File: config.mk
export PLATFORM = sky130hd
export DESIGN_NAME = pc_unit
export DESIGN_NICKNAME = d
export VERILOG_FILES = /design/src/rtl/pc_unit.sv
export SDC_FILE = /design/constraint.sdc
export NUM_CORES = 1
export LEC_CHECK = 0
export CAP_MARGIN = 5
export CORE_MARGIN = 3
export CORE_UTILIZATION = 39
export DETAILED_ROUTE_END_ITERATION = 8
export PLACE_DENSITY = 0.88
export SETUP_SLACK_MARGIN = 0.5
export SYNTH_ARGS = -nofsm -noshare
export SYNTH_HDL_FRONTEND = slang
export SYNTH_SLANG_ARGS = --single-unit
File: constraint.sdc
create_clock -name Clk -period 1.8 [get_ports Clk]
set_input_delay 0.27 -clock Clk [delete_from_list [all_inputs] [get_ports Clk]]
set_output_delay 0.27 -clock Clk [all_outputs]
set_load 0.02 [all_outputs]
File: src/rtl/pc_unit.sv
// Fetch-stage program counter with interrupt entry/return, alignment fault flag and
// optional return-address stack (enabled by defining PC_RAS_EN).
module pc_unit #(
  parameter int              ADDR_W    = 32,
  parameter logic [ADDR_W-1:0] RESET_VEC = 32'h0000_3000,
  parameter logic [ADDR_W-1:0] EXC_VEC   = 32'h0000_4180,
  parameter int              STEP      = 4,
  parameter int              RAS_DEPTH = 4
) (
  input  logic              Clk,
  input  logic              Clr_n,
  input  logic              StallF,
  input  logic [2:0]        Source,
  input  logic [ADDR_W-1:0] BranchTarget,
  input  logic [ADDR_W-1:0] JumpTarget,
  input  logic [ADDR_W-1:0] RegTarget,
  input  logic [ADDR_W-1:0] EpcIn,
  input  logic              IrqIn,
  output logic [ADDR_W-1:0] Address,
  output logic [ADDR_W-1:0] PcPlusStep,
  output logic              IrqTaken,
  output logic [ADDR_W-1:0] SavedPc,
  output logic              InHandler,
  output logic              AddrFault,
  output logic              RasHit
);

  localparam logic [ADDR_W-1:0] ALIGN_MASK = ADDR_W'(STEP - 1);

  typedef enum logic {ST_RUN, ST_HANDLER} state_t;

  state_t            state_q, state_d;
  logic [ADDR_W-1:0] address_q, address_d;
  logic [ADDR_W-1:0] saved_pc_q, saved_pc_d;
  logic              irq_pend_q, irq_pend_d;
  logic              irq_taken_q, irq_taken_d;
  logic              fault_q, fault_d;
  logic              ras_hit_q, ras_hit_d;
  logic              irq_entry;
  logic [ADDR_W-1:0] pc_plus_step;

`ifdef PC_RAS_EN
  localparam int PTR_W = (RAS_DEPTH > 1) ? $clog2(RAS_DEPTH) : 1;
  localparam int CNT_W = $clog2(RAS_DEPTH + 1);

  logic [ADDR_W-1:0] ras_q [RAS_DEPTH];
  logic [PTR_W-1:0]  ras_wr_ptr_q, ras_wr_ptr_d;
  logic [CNT_W-1:0]  ras_count_q, ras_count_d;
  logic [PTR_W-1:0]  ras_top_idx, ras_ptr_inc;
  logic              ras_push, ras_pop;

  // Write pointer names the next free slot; the newest entry sits one below it (circularly).
  always_comb begin
    ras_top_idx = (ras_wr_ptr_q == '0) ? PTR_W'(RAS_DEPTH - 1) : ras_wr_ptr_q - PTR_W'(1);
    ras_ptr_inc = (ras_wr_ptr_q == PTR_W'(RAS_DEPTH - 1)) ? '0 : ras_wr_ptr_q + PTR_W'(1);
    ras_wr_ptr_d = ras_wr_ptr_q;
    ras_count_d  = ras_count_q;
    if (ras_push) begin
      ras_wr_ptr_d = ras_ptr_inc;
      if (ras_count_q != CNT_W'(RAS_DEPTH)) ras_count_d = ras_count_q + CNT_W'(1);
    end else if (ras_pop) begin
      ras_wr_ptr_d = ras_top_idx;
      ras_count_d  = ras_count_q - CNT_W'(1);
    end
  end

  always_ff @(posedge Clk or negedge Clr_n) begin
    if (!Clr_n) begin
      ras_wr_ptr_q <= '0;
      ras_count_q  <= '0;
      for (int i = 0; i < RAS_DEPTH; i++) ras_q[i] <= '0;
    end else begin
      ras_wr_ptr_q <= ras_wr_ptr_d;
      ras_count_q  <= ras_count_d;
      if (ras_push) ras_q[ras_wr_ptr_q] <= pc_plus_step;
    end
  end
`endif

  assign pc_plus_step = address_q + ADDR_W'(STEP);
  assign irq_entry    = (state_q == ST_RUN) && (irq_pend_q || IrqIn);

  // Interrupt entry outranks stall, which outranks the Source select.
  always_comb begin
    address_d   = address_q;
    saved_pc_d  = saved_pc_q;
    state_d     = state_q;
    irq_pend_d  = irq_pend_q;
    irq_taken_d = 1'b0;
    ras_hit_d   = ras_hit_q;
`ifdef PC_RAS_EN
    ras_push    = 1'b0;
    ras_pop     = 1'b0;
`endif
    if (state_q == ST_HANDLER && IrqIn) irq_pend_d = 1'b1;

    if (irq_entry) begin
      address_d   = EXC_VEC;
      saved_pc_d  = address_q;
      state_d     = ST_HANDLER;
      irq_pend_d  = 1'b0;
      irq_taken_d = 1'b1;
      ras_hit_d   = 1'b0;
    end else if (!StallF) begin
      ras_hit_d = 1'b0;
      case (Source)
        3'd1: address_d = BranchTarget;
        3'd2: address_d = JumpTarget;
        3'd3: address_d = RegTarget;
        3'd4: begin
          address_d = EpcIn;
          state_d   = ST_RUN;
        end
        3'd5: begin
          address_d = JumpTarget;
`ifdef PC_RAS_EN
          ras_push  = 1'b1;
`endif
        end
        3'd6: begin
`ifdef PC_RAS_EN
          if (ras_count_q != '0) begin
            address_d = ras_q[ras_top_idx];
            ras_pop   = 1'b1;
            ras_hit_d = 1'b1;
          end else begin
            address_d = RegTarget;
          end
`else
          address_d = RegTarget;
`endif
        end
        default: address_d = pc_plus_step;
      endcase
    end

    fault_d = |(address_d & ALIGN_MASK);
  end

  always_ff @(posedge Clk or negedge Clr_n) begin
    if (!Clr_n) begin
      state_q     <= ST_RUN;
      address_q   <= RESET_VEC;
      saved_pc_q  <= '0;
      irq_pend_q  <= 1'b0;
      irq_taken_q <= 1'b0;
      fault_q     <= 1'b0;
      ras_hit_q   <= 1'b0;
    end else begin
      state_q     <= state_d;
      address_q   <= address_d;
      saved_pc_q  <= saved_pc_d;
      irq_pend_q  <= irq_pend_d;
      irq_taken_q <= irq_taken_d;
      fault_q     <= fault_d;
      ras_hit_q   <= ras_hit_d;
    end
  end

  assign Address    = address_q;
  assign PcPlusStep = pc_plus_step;
  assign IrqTaken   = irq_taken_q;
  assign SavedPc    = saved_pc_q;
  assign InHandler  = (state_q == ST_HANDLER);
  assign AddrFault  = fault_q;
  assign RasHit     = ras_hit_q;

endmodule

Word level (Yosys, flattened, before mapping)

Cells that the tools add are included.

Register bits after elaboration: 69
Input port bits: 135
Word-level logic and storage cells: 37

Add/subtract/negate cells: 1
Equal/unequal tests: 7
Muxes and demuxes: 11
Bitwise operators: 1
Reductions and logical operators: 9

Operators with widths:

| operator                | number |
|---|---|
| $pmux W32 S4            | 1 |
| $mux W32                | 2 |
| $add A32 B3 Y32 const B | 1 |
| $eq A3 B3 Y1 const B    | 3 |
| $mux W1                 | 8 |
| $eq A3 B2 Y1 const B    | 2 |
| $reduce_or A2 Y1        | 3 |
| $reduce_bool A2 Y1      | 2 |
| $eq A3 B1 Y1 const B    | 1 |
| $logic_and A1 B1 Y1     | 2 |
| $ne A2 B1 Y1 const B    | 1 |
| $reduce_and A2 Y1       | 1 |
| $logic_or A1 B1 Y1      | 1 |
| $not A1 Y1              | 1 |

Logic depth before layout (Yosys ltp)

Word-level depth: 6
Mapped depth: 9
Gate-level depth less buffers: 6

Worst setup path after synthesis

OpenSTA, ideal clock, no wires.

Kind: register to output
Start: register address_q[3], in the netlist Address[3]
End: output PcPlusStep[20]
Data arrival time: 2,051 ps
Required time: 1,530 ps
Slack: -521 ps
Cell stages (with the launch flop): 6
Path through: dfrtp_1 > ha_1 > nand4_2 > or4_1 > nor2_1 > xor2_1

Word-level cells in the longest chain between the ends: 1

RTL lines:

| element                | line | text |
|---|---|---|
| from (decl)            | 33   | `logic [ADDR_W-1:0] address_q, address_d;` |
| from (signal assigned) | 151  | `address_q <= address_d;` |
| $add A32 B3 Y32        | 80   | `assign pc_plus_step = address_q + ADDR_W'(STEP);` |
| to (decl)              | 20   | `output logic [ADDR_W-1:0] PcPlusStep,` |

Every way passes these cells.

Final worst setup path

Start: register address_q[3], in the netlist Address[3]
End: output PcPlusStep[28]

The elaborated chain is that of the path after synthesis.

==> impl_results.md <==
- Core Area: 13350 um^2
- WP depth: 8
- Slew margin rel.: 42.18%
- Row count: 42
- Fmax: about 380 MHz
- Die Height: 123.5 um
- Synth top cells by count: nand2_1, dfrtp_1, o21ai_0
- CTS Root Cell: clkbuf_16
- Area Overhead vs Synth: 117.0%
- Max VDD drop: 0.7984 mV
- Failing checks: negative setup slack
- Clock power frac: 12.9%
- Final Max Tran Viols: 0
- Crit-path leading delay family: simple AND/OR/NAND/NOR gates
- Slowest stage delay, CP: 0.43 ns
- GR Overflow Total: 0
- Synthesized Nets: ~780
- CTS H-tree depth: 3
- Final setup fails: 56
- Post-layout net count: roughly 1200
- Post-DP Area: 9205 um^2
- Worst path cell trace: ha_4, nand4_4, buf_6, buf_6, nor4_4, nand2_2, xnor2_2, buf_4
- Cell Area, Synth: 5383 um^2
- CP dominant cell by count: buf_6
- DRT antenna net count: 0
- DR vias: ~8200
- Largest net degree at the start of global routing: 69
- DR iter-0 viols: ~1200
- WP buf/inv: 3
- Clk buf depth: 2
- Sw frac: 46.39%
- Fin crit share: 144.4%
- DRT Wirelength: 34760 um
- Die X: between 100 and 150 um
- Tmin final: 2.600 ns
- TritonCTS Buffers: 9
- Register area: 1718 um^2
- PwrDens: 1377 nW/um^2
- CP Class: reg2out
- Setup WS pre-CTS: -0.6544 ns
- Placed cell count: 1159
- Syn avg cell area: 8.332 um^2
- Vias per std cell: 6.445
- Worst-path fanout max: 4
- Cell variety after synth: between 60 and 70
- Final worst slack: -0.7997 ns
- Pre-antenna DRT Iters: 6
- Top-count cell post-synth: nand2_1
- Share of power burned in registers: 18.8%
- Sequential area share after synthesis: 31.66%
- IO buf count: around 230
- CP endpoint kind: primary output
- RSZ-0062 raised after global routing: yes
- Worst setup SP type: flop
- Clk slew on worst S/H paths: 0.08 ns
- Yosys warnings: 0
- Combinational power share: 68.3%
- Top-area cell type share of the netlist area: 30.68%
- Async set or reset register ratio after synthesis: 100.0%
- Total GRT Usage: between 30 and 40%
- Via count of the first global-routing pass: roughly 7700
- WL/cell: 27.29 um
- CP max-delay cell: dfrtp_2
- Net Sw Power: ~7.5 mW
- Primary FF master, synth: dfrtp_1
- First-pass GRT wire length: 43040 um
- Clk_lat worst skew: 0.37 ns
- Worst EP arrival: 2.33 ns
- Status: finished with violations
- IO Count: 235
- Die area: 15250 um^2
- Number of synthesized register bits: 68
- Int Pwr: 8.626 mW
- R2r worst-path depth: 12
- Number of fill cells: between 500 and 600
- Max_cap viols: 0
- Final Hold Viols: 0
- Worst Max-Slew Pin Slew: around 0.86 ns
- Hold depth: 2
- DRC viols: 0
- Multi-input logic area: roughly 4400 um^2
- Pleak: 5.292 nW
- Synth area leader: dfrtp_1
- Cell Count, Final, Fillers Out: between 1000 and 1500
- Layout cells sized above 1: ~56%
- Reg2reg setup slack: -0.53 ns
- Mapped Cells: 646
- Placer Congestion: 0.9607
- Design area: 11680 um^2
- Clock Skews: between 0.015 and 0.02 ns
- EDFF count, synth: 0
- Min-Delay Path Class: in2reg
- Initial antenna violation count: 1
- CTS tree: yes
- Critical Path RT: 1.53 ns
- Clk sinks: 68
- Initial Util: approximately two fifths
- Largest cells by area after synthesis: dfrtp_1, mux2_2, nand2_1
- Hpwl dp: 18260 um
[final cells by class]
class	instances	share of cell area, %
clock buffer	11	2.078
timing repair buffer	492	41.68
sequential	68	14.71
inverter	24	0.8462
multi-input combinational	497	38.06
antenna	1	0.02142
tap	176	1.885
clock inverter	5	0.7284
[cell families (layout without fill, tap and decap cells)]
logic type	count (synthesis)	after routing	share of synthesized area [%]
buffers and inverters	82	532	8.066
AOI/OAI and AO/OA	187	187	24.15
muxes	51	51	10.62
DFF	68	68	31.66
and+or+nand+nor	227	228	20.46
xor gates and xnor gates	28	28	4.556
adders and majority gates	2	2	0.4184
other	1	2	0.06967
[cell usage in the layout (no fill, tap or decap), types with 10 or more instances in the layout]
cell type	Yosys	final
a21oi_1	30	13
a21oi_2	0	17
buf_12	0	16
buf_4	11	149
buf_6	5	138
buf_8	0	15
clkbuf_16	0	11
clkbuf_2	1	28
clkdlybuf4s50_1	0	127
dfrtp_1	66	55
dfrtp_2	0	11
inv_1	23	20
mux2_2	39	36
mux2i_1	11	10
nand2_1	112	67
nand2_2	0	27
nand2_4	1	18
nand3_1	21	12
nor2_1	28	15
nor2_4	0	12
nor2b_1	12	11
o21ai_0	44	20
o21ai_1	0	14
o221ai_1	29	27
o22ai_1	14	13
xnor2_2	0	14
[per-layer routing]
layer	vias to the layer above	GRT usage, %	wire, um
met3	252	10.52	4241
met2	819	60.58	15930
met5	-	0	0
li1	3261	-	-
met1	3879	43.92	11930
met4	0	20.90	2667
[worst paths after layout]
path                             start             end
max                         Address[3]  PcPlusStep[28]
max reg2reg                 Address[3]     Address[26]
min                              IrqIn      irq_pend_q
max in group asynchronous        Clr_n     Address[12]
min in group asynchronous        Clr_n     SavedPc[16]
min reg2reg                SavedPc[12]     SavedPc[12]
[worst register-to-register path, stage by stage, from the launching register on]
cell and delay, ns:
dfrtp_2 0.43, ha_4 0.20, buf_6 0.11, buf_6 0.08
buf_6 0.11, nand2_4 0.08, nor2_4 0.24, nand3_4 0.15
buf_6 0.15, buf_6 0.11, buf_6 0.10, o32a_1 0.30
o211a_1 0.13
[repair_timing]
item,CTS,global route
buffers inserted,44,47
resized for setup,598,236
hold buffers,1,0
hold endpoints to repair,66,0
cloned,3,3
setup endpoints to repair,149,150
pin swaps,47,89
[per-stage QoR]
step           util (%)  total power [mW]  TNS [ns]  hold WS (ns)
5_1_grt           87.51             16.42    -22.43        0.2913
6_report          87.51             16.09    -19.90        0.2859
2_1_floorplan         -             6.587    -2.964      -0.02559
3_5_place_dp      68.96             10.39    -14.33        0.3186
4_1_cts           79.60             13.39    -8.803        0.4333
3_3_place_gp      68.96             10.20    -12.76        0.3130
[registers in the layout, summed over array words and instances, names as in the netlist]
| name | flops |
|---|---|
| Address | 32 |
| InHandler | 1 |
| IrqTaken | 1 |
| AddrFault | 1 |
| irq_pend_q | 1 |
| SavedPc | 32 |
[power by group through the flow]
stage,logic [mW],registers (mW),clock network (mW)
after floorplan,2.89,3.69,0
after global placement,7.53,2.67,0
after detailed placement,7.67,2.72,0
after CTS,8.66,2.77,1.96
after global routing,11.2,3.06,2.13
final,11.0,3.02,2.08
Note: power is estimated with default switching activity, not from simulation.
